<file path="config.mk">
export PLATFORM = sky130hd
export DESIGN_NAME = bcd_conv_ctrl
export DESIGN_NICKNAME = d
export VERILOG_FILES = /design/src/rtl/bcd_conv_ctrl.sv
export SDC_FILE = /design/constraint.sdc
export NUM_CORES = 1
export LEC_CHECK = 0
export CORE_MARGIN = 4
export CORE_UTILIZATION = 45
export DETAILED_ROUTE_END_ITERATION = 16
export PLACE_DENSITY = 0.72
export SLEW_MARGIN = 20
export SYNTH_ARGS = -nofsm -noshare
export SYNTH_HDL_FRONTEND = slang
export SYNTH_SLANG_ARGS = --single-unit
export TNS_END_PERCENT = 50
</file>
<file path="constraint.sdc">
create_clock -name clk -period 2.3 [get_ports clk]
set_input_delay 0.23 -clock clk [delete_from_list [all_inputs] [get_ports clk]]
set_output_delay 0.23 -clock clk [all_outputs]
set_load 0.01 [all_outputs]
</file>
<file path="src/rtl/bcd_conv_ctrl.sv">
// bcd_conv_ctrl: handshaked binary-to-BCD converter (shift-and-add-3).
// One operand bit is consumed per SHIFT cycle, so a conversion takes BIN_W
// cycles. The result is held in DONE until the consumer takes it.
// Optional build macro: BCD_CONV_CTRL_BLANK_EN enables the leading-zero
// blank mask; without it, blank is tied to zero.

// Per-digit correction: a digit of 5 or more is bumped by 3 so that the
// following left shift carries into the next decade.
module bcd_conv_ctrl_dig (
  input  logic [3:0] d,
  output logic [3:0] q
);
  assign q = (d >= 4'd5) ? d + 4'd3 : d;
endmodule

module bcd_conv_ctrl #(
  parameter int BIN_W  = 8,
  parameter int DIGITS = 3
) (
  input  logic                  clk,
  input  logic                  rst,
  input  logic                  in_valid,
  output logic                  in_ready,
  input  logic [BIN_W-1:0]      bin,
  output logic                  busy,
  output logic                  out_valid,
  input  logic                  out_ready,
  output logic [4*DIGITS-1:0]   bcd,
  output logic [DIGITS-1:0]     blank
);

  localparam int CW = $clog2(BIN_W + 1);
  localparam int BW = 4 * DIGITS;

  localparam logic [1:0] S_IDLE  = 2'd0;
  localparam logic [1:0] S_SHIFT = 2'd1;
  localparam logic [1:0] S_DONE  = 2'd2;

  logic [1:0]         state;
  logic [BIN_W-1:0]   opnd;
  logic [BW-1:0]      bcd_r;
  logic [CW-1:0]      cnt;

  logic [BW-1:0]       bcd_adj;
  logic [BW+BIN_W-1:0] shf;
  logic [BW-1:0]       bcd_nxt;
  logic [BIN_W-1:0]    opnd_nxt;
  logic                last_shift;

  // Digit correctors, one per decade
  genvar g;
  generate
    for (g = 0; g < DIGITS; g++) begin : g_dig
      bcd_conv_ctrl_dig u_dig (
        .d (bcd_r[4*g +: 4]),
        .q (bcd_adj[4*g +: 4])
      );
    end
  endgenerate

  // The operand MSB shifts into BCD bit 0; the top BCD bit falls off, which
  // cannot lose information while 10^DIGITS > 2^BIN_W - 1.
  assign shf        = {bcd_adj, opnd} << 1;
  assign bcd_nxt    = shf[BW+BIN_W-1:BIN_W];
  assign opnd_nxt   = shf[BIN_W-1:0];
  assign last_shift = (state == S_SHIFT) && (cnt == CW'(1));

  // Controller state, working registers and bit counter
  always_ff @(posedge clk) begin
    if (rst) begin
      state <= S_IDLE;
      opnd  <= '0;
      bcd_r <= '0;
      cnt   <= '0;
    end else begin
      case (state)
        S_IDLE: begin
          if (in_valid) begin
            opnd  <= bin;
            bcd_r <= '0;
            cnt   <= CW'(BIN_W);
            state <= S_SHIFT;
          end
        end
        S_SHIFT: begin
          bcd_r <= bcd_nxt;
          opnd  <= opnd_nxt;
          cnt   <= cnt - CW'(1);
          if (last_shift) state <= S_DONE;
        end
        S_DONE: begin
          if (out_ready) state <= S_IDLE;
        end
        default: state <= S_IDLE;
      endcase
    end
  end

  // Handshake/status decode; in_ready is masked while reset is asserted
  assign in_ready  = (state == S_IDLE) && !rst;
  assign busy      = (state == S_SHIFT);
  assign out_valid = (state == S_DONE);
  assign bcd       = bcd_r;

`ifdef BCD_CONV_CTRL_BLANK_EN
  logic [DIGITS-1:0] blank_nxt;
  logic [DIGITS-1:0] blank_r;
  logic              zero_above;

  // Digit k blanks when it and every higher digit of the final result are
  // zero; digit 0 is always shown so a zero result still displays "0".
  always_comb begin
    blank_nxt  = '0;
    zero_above = 1'b1;
    for (int k = DIGITS - 1; k >= 1; k--) begin
      zero_above   = zero_above && (bcd_nxt[4*k +: 4] == 4'd0);
      blank_nxt[k] = zero_above;
    end
  end

  // Latch the mask on the edge that enters DONE so it is held with bcd
  always_ff @(posedge clk) begin
    if (rst)             blank_r <= '0;
    else if (last_shift) blank_r <= blank_nxt;
  end

  assign blank = blank_r;
`else
  assign blank = '0;
`endif

endmodule
</file>
==> results.cfg <==
[sta]
clock.fmax_mhz = 462
fin_skew_ns = 0.00220
finalSetupTns_ns = 0
hold_viol_final = 0
rsz0062_at_grt = false
finalHoldWorstSlack_ns = 0.503
drv_slew = 0
min_period_over_period_pct = 94.2
fin_crit_ns = 2.17
setup_viol = 0
slew_headroom_pct = 56.8
tightest_slew_ns = 0.647

[setup_path]
slowest_stage = dfxtp_1
cp-end-kind = primary output
path_delay_family = flip-flops
r2r_cells = 5
path_buf_inv = 2
regToRegSetupSlack_ns = 0.76
reg2reg_to = cnt[2]$_SDFFE_PP0P_
crit_fanout = 19
crit_path_cell_trace = nand2b_1 -> clkinv_2 -> clkdlybuf4s50_1
arrival_ns = 1.94
r2r_start = state[0]$_SDFFE_PP0P_
required_ns = 2.07
path_class = reg -> out
crit_start = state[1]$_SDFFE_PP0P_
slowest_delay_ns = 0.76
start_kind = register

[synth]
synth_top_area_cell = dfxtp_1
ys_warn_count = 0
synth_edf_count = 0
synth.avg_cell_area_um2 = 8.51
synthDistinctLibCells = 34
ys_async_sr_fraction_pct = 0
ys_seq_area_share_pct = 36.4
syn_inst = 168
synth_top_cell_area_share_pct = 36.4
synth_area_mm2 = 0.00143
synth.area.top_cells = dfxtp_1 36%, nor2_1 7.3%, ha_1 7.0%
synth_seq_cells = 26
ys.flop_type = dfxtp_1

[clock_tree]
path_clk_slew_ns = 0.14
clk_latency_ns = 0.32
tritoncts = done
root_buffer = clkbuf_4
cts_htree_levels = 1
cts.sinks = 26
cts_setup_buffers = 0
cts_made_buffers = 3
clockBufferDepth = 2
postCtsHoldBufs = 0
cts_resized = 0

[die]
core_mm2 = 0.00305
die-area_mm2 = 0.00414
rows = 20
ioPinCount = 30
die_w_um = 64.4
fp.dieH_um = 64.4
start_util_pct = 46.8

[grt]
antenna_found_initial = 0
grt_max_degree = 21
grt_pass1_vias = 1241
grt_usage_pct = 16.0
overflow = 0
grt_pass1_wl_um = 5380

[route]
wirelength_um = 3020
post_drt_wl_per_cell_um = 12.9
firstDrtPassIters = 4
num_vias = 1238
drtAntennaViolNets = 0
vias_per_cell = 5.27
drtIter0Drc = 60
drc = 0

[power]
powerDensity_mw_per_mm2 = 523
cellLeakagePower_nw = 0.674
ir_worst_vdd_mv = 0.242

[hold_path]
hp-class = reg -> reg
min_to = opnd[2]$_SDFFE_PP0P_
worstHoldStart = opnd[2]$_SDFFE_PP0P_
hold_depth = 2

[finish]
antennaDiodeCount = 0
mostFrequentLayoutCell = nor2_1
area_growth_pct = 20.6
fin_nets = 212
fin_util_pct = 56.5
fill_cells = 292
mostFrequentLayoutCells = 28 x nor2_1, 26 x dfxtp_1, 26 x clkdlybuf4s50_1, 15 x a21oi_1, 12 x inv_1
drive_gt1_share_pct = 9.95

[run]
drv_cap = 0

[placement]
place_congestion = 0.771
io_buffers = 26
hpwlAfterDp_um = 2260

[run_status]
status = complete, no violations
final cells by class:
| class | instances | area (um^2) | share of cell area [%] |
|---|---|---|---|
| Sequential cell | 26 | 520 | 30.2 |
| Tap cell | 44 | 55.1 | 3.19 |
| Multi-Input combinational cell | 119 | 781 | 45.3 |
| Inverter | 13 | 50.0 | 2.90 |
| Timing Repair Buffer | 29 | 283 | 16.4 |
| Clock buffer | 4 | 36.3 | 2.10 |
worst max path at each step:
stage,slack [ns],endpoint,cells past startpoint
after floorplan,0.92,bcd[10]$_SDFFE_PP0P_,6
after global placement,0.56,cnt[2]$_SDFFE_PP0P_,5
after detailed placement,0.52,busy,3
after CTS,0.14,busy,3
after global routing,0.02,busy,3
final,0.13,busy,3
stage by stage:
step                cells  cell area [um^2]  worst slack, ns  power, mW
global route          235              1730           0.0157      0.958
global placement      231              1690            0.557      0.672
floorplan             170              1440            0.923      0.631
detailed placement    231              1690            0.517      0.679
CTS                   235              1730            0.140      0.910
finish                235              1730            0.134      0.903
layer usage:
layer	vias up	part of all wire [%]	track usage, %
met5	-	0	0
met2	32	52	28.6
met1	588	42	18.6
met3	6	4.4	2.46
met4	0	1.6	7.39
li1	612	-	-
kinds of logic after synthesis:
logic type                 synth area share, %
AOI/OAI and AO/OA                         20.0
xor gates and xnor gates                  3.06
adders and majority gates                 7.00
buffers and inverters                     9.53
DFF                                       36.4
muxes                                     2.89
other                                    0.262
and+or+nand+nor                           20.8
power breakdown:
part / internal [mW] / leakage (nW) / switching, mW
clock: 0.0968 / 0.0210 / 0.137
combinational: 0.0803 / 0.440 / 0.0904
sequential: 0.475 / 0.213 / 0.0232
Yosys cell counts (3+ instances only):
cell type	count
dfxtp_1	26
nor2_1	28
ha_1	8
nor3_1	9
xnor2_1	3
mux2i_1	3
a21oi_1	15
inv_1	12
nor2b_1	4
a22oi_1	3
nor2_4	3
nand3_1	3
a22o_1	8
o21ai_0	3
nand2b_1	5
o21ai_1	3
buf_4	6
buf_2	3
worst min-delay path: stages, from the launching register on:
cell and delay (ns):
dfxtp_1 0.33, inv_1 0.08, a211oi_2 0.07
flip-flops by register name, summed over array words and instances (netlist names):
signal / count
bcd: 12
opnd: 8
cnt: 4
state: 2
(Power assumes the default switching activity.)
